## src/rtl/tlb_req_translator.sv

```systemverilog
// tlb_req_translator: turns virtual-address DMA requests into page-bounded physical DMA commands,
// one TLB lookup per chunk, parking on a miss until the mapping controller reports new mappings.
module tlb_req_translator #(
    parameter int VADDR_BITS    = 48,
    parameter int PADDR_BITS    = 40,
    parameter int PG_BITS       = 12,
    parameter int TLB_ORDER     = 10,
    parameter int PID_BITS      = 6,
    parameter int LEN_BITS      = 28,
    parameter int TAG_BITS      = VADDR_BITS - TLB_ORDER - PG_BITS,
    parameter int PHY_BITS      = PADDR_BITS - PG_BITS,
    parameter int TLB_DATA_BITS = TAG_BITS + PID_BITS + 1 + 2 * PHY_BITS
) (
    input  logic                     aclk,
    input  logic                     aresetn,
    input  logic                     req_valid,
    output logic                     req_ready,
    input  logic [VADDR_BITS-1:0]    req_vaddr,
    input  logic [LEN_BITS-1:0]      req_len,
    input  logic [PID_BITS-1:0]      req_pid,
    input  logic                     req_wr,
    output logic                     tlb_valid,
    output logic [VADDR_BITS-1:0]    tlb_addr,
    output logic [PID_BITS-1:0]      tlb_pid,
    output logic                     tlb_wr,
    input  logic                     tlb_hit,
    input  logic [TLB_DATA_BITS-1:0] tlb_data,
    output logic                     cmd_valid,
    input  logic                     cmd_ready,
    output logic [PADDR_BITS-1:0]    cmd_paddr,
    output logic [PG_BITS:0]         cmd_len,
    output logic                     cmd_wr,
    output logic                     cmd_last,
    output logic                     pf_valid,
    input  logic                     pf_ready,
    output logic [VADDR_BITS-1:0]    pf_vaddr,
    output logic [PID_BITS-1:0]      pf_pid,
    output logic                     pf_wr,
    input  logic                     done_map
);
    localparam int PPN_LSB = TAG_BITS + PID_BITS + 1;
    localparam logic [PG_BITS:0] PG_SIZE = {1'b1, {PG_BITS{1'b0}}};

    typedef enum logic [2:0] {ST_IDLE, ST_LUP, ST_RESP, ST_SEND, ST_PF, ST_WAIT} state_t;

    state_t                r_state;
    state_t                w_next;
    logic [VADDR_BITS-1:0] r_vaddr;
    logic [LEN_BITS-1:0]   r_len;
    logic [PID_BITS-1:0]   r_pid;
    logic                  r_wr;
    logic [PADDR_BITS-1:0] r_paddr;
    logic [PG_BITS:0]      r_chunk;
    logic                  r_last;
    logic [PG_BITS-1:0]    w_off;
    logic [PG_BITS:0]      w_room;
    logic [PG_BITS:0]      w_chunk;
    logic                  w_last;
    logic                  w_unused;

    assign w_off    = r_vaddr[PG_BITS-1:0];
    assign w_room   = PG_SIZE - {1'b0, w_off};
    assign w_chunk  = (r_len < LEN_BITS'(w_room)) ? r_len[PG_BITS:0] : w_room;
    assign w_last   = r_len == LEN_BITS'(w_chunk);
    assign w_unused = ^{tlb_data[TLB_DATA_BITS-1 -: PHY_BITS], tlb_data[PPN_LSB-1:0]};

    always_ff @(posedge aclk) begin
        if (!aresetn) r_state <= ST_IDLE;
        else          r_state <= w_next;
    end

    always_comb begin
        w_next = r_state;
        case (r_state)
            ST_IDLE: w_next = (req_valid && req_len != '0) ? ST_LUP : ST_IDLE;
            ST_LUP:  w_next = ST_RESP;
            ST_RESP: w_next = tlb_hit ? ST_SEND : ST_PF;
            ST_SEND: w_next = cmd_ready ? (r_last ? ST_IDLE : ST_LUP) : ST_SEND;
            ST_PF:   w_next = pf_ready ? ST_WAIT : ST_PF;
            ST_WAIT: w_next = done_map ? ST_LUP : ST_WAIT;
            default: w_next = ST_IDLE;
        endcase
    end

    always_comb begin
        req_ready = aresetn && (r_state == ST_IDLE);
        tlb_valid = r_state == ST_LUP;
        cmd_valid = r_state == ST_SEND;
        pf_valid  = r_state == ST_PF;
    end

    // Chunk results are captured once in ST_RESP so the command stays stable under backpressure.
    always_ff @(posedge aclk) begin
        if (!aresetn) begin
            r_vaddr <= '0;
            r_len   <= '0;
            r_pid   <= '0;
            r_wr    <= 1'b0;
            r_paddr <= '0;
            r_chunk <= '0;
            r_last  <= 1'b0;
        end else begin
            if (r_state == ST_IDLE && req_valid) begin
                r_vaddr <= req_vaddr;
                r_len   <= req_len;
                r_pid   <= req_pid;
                r_wr    <= req_wr;
            end
            if (r_state == ST_RESP && tlb_hit) begin
                r_paddr <= {tlb_data[PPN_LSB +: PHY_BITS], w_off};
                r_chunk <= w_chunk;
                r_last  <= w_last;
            end
            if (r_state == ST_SEND && cmd_ready) begin
                r_vaddr <= r_vaddr + VADDR_BITS'(r_chunk);
                r_len   <= r_len - LEN_BITS'(r_chunk);
            end
        end
    end

    assign tlb_addr  = r_vaddr;
    assign tlb_pid   = r_pid;
    assign tlb_wr    = r_wr;
    assign cmd_paddr = r_paddr;
    assign cmd_len   = r_chunk;
    assign cmd_wr    = r_wr;
    assign cmd_last  = r_last;
    assign pf_vaddr  = r_vaddr;
    assign pf_pid    = r_pid;
    assign pf_wr     = r_wr;
endmodule
```

## config.mk

```make
export PLATFORM = sky130hd
export DESIGN_NAME = tlb_req_translator
export DESIGN_NICKNAME = d
export VERILOG_FILES = /design/src/rtl/tlb_req_translator.sv
export SDC_FILE = /design/constraint.sdc
export NUM_CORES = 1
export LEC_CHECK = 0
export ABC_AREA = 1
export CAP_MARGIN = 20
export CORE_ASPECT_RATIO = 1.2
export CORE_MARGIN = 4
export CORE_UTILIZATION = 43
export CTS_BUF_LIST = sky130_fd_sc_hd__clkbuf_8
export DETAILED_ROUTE_END_ITERATION = 10
export PLACE_DENSITY = 0.89
export SLEW_MARGIN = 20
export SYNTH_ARGS = -nofsm -noshare
export SYNTH_HDL_FRONTEND = slang
export SYNTH_SLANG_ARGS = --single-unit
```

## constraint.sdc

```tcl
create_clock -name aclk -period 2.8 [get_ports aclk]
set_input_delay 0.42 -clock aclk [delete_from_list [all_inputs] [get_ports aclk]]
set_output_delay 0.42 -clock aclk [all_outputs]
set_load 0.1 [all_outputs]
```

==> impl_summary.txt <==
----------------------------------------------------
[Outcome]
  Status ... complete, but fails checks
  Violations in the final reports ... negative setup slack

[Yosys]
  Area share of fa/ha/maj cells after synthesis ... 0.0533
  Synthesized-area fraction occupied by and/or/nand/nor cells ... 0.296
  Synth unique cells ... 50
  Synthesized instance count ... 1529
  Mux contribution to synthesized area ... 0
  Share of synthesized registers carrying an async set or reset ... 0
  Leading register cell type out of synthesis ... dfxtp_1
  Area of the mapped netlist ... 0.00990 mm2
  Post-synthesis xor/xnor area fraction ... 0.0389
  Share of the synthesized area in compound gates (AO/OA/AOI/OAI) ... 0.199
  Part of the Yosys area used for sequential elements ... 0.283
  Yosys warns ... 0
  Nets in the synthesized netlist ... between 1500 and 2000
  Combinational family with the most area after synthesis ... simple AND/OR/NAND/NOR gates
  Post-synthesis area per instance ... 6.48 um2
  Number of enable flip-flop cells after synthesis ... 0
  Number of synthesized register bits ... 140

[Critical path]
  Worst path required time ... approximately 3.2 ns
  Cells along the critical path ... inv_4 -> ha_4 -> nand3_4 -> nor3_4 -> xor2_2 -> inv_2 -> ha_4 -> nand2_4 -> nor2_4 -> nand2_1 -> nor2_1 -> nand2_1 -> nand2_2 -> nand2_4 -> nand2_8 -> buf_12 -> nand3_2 -> nand3_2 -> nor2_1 -> nand2_1 -> nor2_1 -> nand2_1 -> a21oi_2
  Largest delay share family, worst path ... simple AND/OR/NAND/NOR gates
  Arrival time reported for the critical path endpoint ... about 3.3 ns
  Most common cell type on the critical path ... nand2_1
  Max incr delay on CP ... between 0.3 and 0.4 ns
  Buffers and inverters on the worst path ... 3
  Endpoint kind of the worst setup timing path ... flop
  R2r startpoint ... pf_vaddr[0]$_SDFFE_PN0P_
  Critical-path top delay cell ... dfxtp_4
  Critical-path maximum fanout ... 8
  Critical path launch point type ... flop
  Critical setup path kind ... flop to flop
  Timing startpoint of the critical path ... pf_vaddr[0]$_SDFFE_PN0P_

[Timing]
  Worst Clk Skew ... ~0.022 ns
  Final setup violation count ... 3
  Fmax ... about 340 MHz
  Crit path time final ... 2.93 ns
  Total negative setup slack ... -0.209 ns
  Final-report hold violation count ... 0
  Period utilisation layout ... 1.05
  Setup repair after global routing missed its margin ... true
  Max-slew violation count ... 0
  Smallest setup slack after layout ... -0.133 ns
  Transition time at the pin with the least slew margin ... slightly above 0.6 ns
  Slew headroom ... 0.581

[CTS]
  CTS sink cnt ... 140
  Count of hold-fix buffers inserted at cts ... 0
  Buffers from clock root to sink, at most ... 2
  Buffer cell driving the clock tree root ... clkbuf_8
  Clock buffers created by TritonCTS ... 17
  Worst-path clk slew ... ~0.10 ns
  Level count of the clock H-tree ... 4
  Clock Latency Late Sink ... ~0.48 ns
  Clock tree from TritonCTS ... done

[Pwr]
  Pwr/cell area ... 637 mW/mm2
  Leakage ... 5.91 nW
  Maximum ir drop on the vdd rail ... just under 400 uV

[Die]
  I/O pins ... 348
  Starting Density ... 0.440
  Cell row count ... 60
  Die boundary height ... between 150 and 200 um
  Horizontal extent of the die ... 147 um
  Std-Cell Core Area ... ~0.023 mm2
  Die ar. ... 0.0255 mm2

[Flow run]
  Number of max-capacitance violations reported ... 0

[Layout]
  Leading cell type in the layout, fill and taps excluded ... nand2_1
  Post-Route Utilization ... 0.592
  Final-layout fill cell count ... 2082
  Antenna diodes ... 0
  Area Growth Syn to Fin ... 34.7%
  Layout Cell Area excl Fill ... 0.0133 mm2
  Fraction of final layout cells sized beyond drive strength 1 ... 0.213
  Final nets ... 2007
  Commonest non-fill, non-tap cells in the layout ... 337 x nand2_1, 224 x buf_4, 160 x a21oi_1

[Detailed routing]
  Number of routed nets with antenna violations ... 0
  Wire length per cell after detailed routing ... ~17 um
  Wirelength, routed ... 34.5 mm
  First DRT Iteration DRCs ... 833
  Vias post-DR ... between 10000 and 15000
  DRC violations left ... 0
  Number of vias per cell ... between 5 and 6
  Number of search-and-repair iterations in the first detailed-routing pass ... 5

[GRT]
  Via count of the first global-routing pass ... 10500
  Aggregate global routing overflow ... 0
  Antenna violations before repair ... 2
  Maximum number of pins on one net before global-route repair ... 95
  First-pass GRT wire length ... 53.3 mm
  Combined global-route utilization of all metal layers ... 0.254

[Placed design]
  DP HPWL ... 25.7 mm
  Total of buffers placed on input and output ports ... between 200 and 300
  Final weighted congestion in routability-driven placement ... 0.943
  Total cell area at the placement stage ... 0.0126 mm2

[Hold path]
  Path class of the lowest-slack min-delay path ... flop to flop
  Hold path startpoint ... r_len[20]$_SDFFE_PN0P_

----------------------------------------------------
worst min-delay path, delay by kind of cell, from the launching register on:
| family | cells | cell delay, ns |
|---|---|---|
| AND/OR/NAND/NOR | 1 | 0.06 |
| AO/OA/AOI/OAI | 1 | 0.05 |
| flip-flops | 1 | 0.33 |
power breakdown:
group	leakage, nW	switching (mW)	internal (mW)
clock network	0.168	0.906	0.697
logic	4.59	3.07	1.42
registers	1.15	0.233	2.16
cells in the mapped netlist, drive strengths merged (9+ instances only):
library cell,n,area share
clkbuf,42,0.016
a21oi,165,0.085
nand4,25,0.017
ha,39,0.049
o21bai,23,0.017
nor3,20,0.013
nor2,155,0.063
buf,76,0.054
nand2,355,0.14
o21ai,138,0.071
xnor2,17,0.015
inv,155,0.059
nor4,16,0.010
xor2,27,0.024
nand3,79,0.043
dfxtp,140,0.28
a31oi,9,0.0057
logic make-up (layout without fill, tap and decap cells):
group | after synthesis | count (layout)
buf+inv | 275 | 545
flops | 140 | 140
simple gates | 667 | 667
xor+xnor | 44 | 44
compound gates | 362 | 362
fa+ha+maj | 41 | 41
stage by stage:
step / worst slack, ns / power [mW] / hold slack (ns) / std cells
6_report: -0.133 / 8.49 / 0.484 / 2078
5_1_grt: -0.304 / 8.91 / 0.492 / 2078
4_1_cts: -0.0712 / 8.27 / 0.481 / 2067
3_5_place_dp: -0.0791 / 6.61 / 0.469 / 2029
3_3_place_gp: -0.0427 / 6.55 / 0.466 / 2029
2_1_floorplan: 0.00391 / 5.56 / 0.458 / 1529
final cells by class:
| type | instances | area (um2) | share of cell area |
|---|---|---|---|
| well taps | 279 | 349 | 0.0262 |
| flip-flops and latches | 140 | 2830 | 0.212 |
| inverters | 157 | 599 | 0.0449 |
| clock buffers | 17 | 234 | 0.0175 |
| clock inverters | 14 | 124 | 0.00928 |
| multi-input cells | 1114 | 6060 | 0.454 |
| repair buffers | 357 | 3150 | 0.236 |
routing by layer:
layer	routed length [um]	up-vias	GRT usage
met3	2590	77	0.0508
li1	-	5513	-
met5	34	-	0
met2	16600	486	0.438
met4	971	4	0.0863
met1	14300	5239	0.317
final timing paths:
path	slack, ns	cells after the start	end
setup / recovery	-0.13	23	cmd_last$_SDFFE_PN0P_
hold / removal	0.48	2	r_len[20]$_SDFFE_PN0P_
setup reg to reg	-0.13	23	cmd_last$_SDFFE_PN0P_
hold reg to reg	0.48	2	r_len[20]$_SDFFE_PN0P_
flip-flops by register name (all words and copies together), names as in the netlist:
signal	count
r_state	3
pf_vaddr	48
cmd_last	1
cmd_len	13
pf_pid	6
cmd_paddr	40
r_len	28
cmd_wr	1
timing repair:
action	in CTS	in global routing
cloned	1	1
setup endpoints to repair	3	25
buffers inserted	6	10
resized for setup	13	51
pin swaps	7	29
Note: power is estimated with default switching activity, not from simulation.
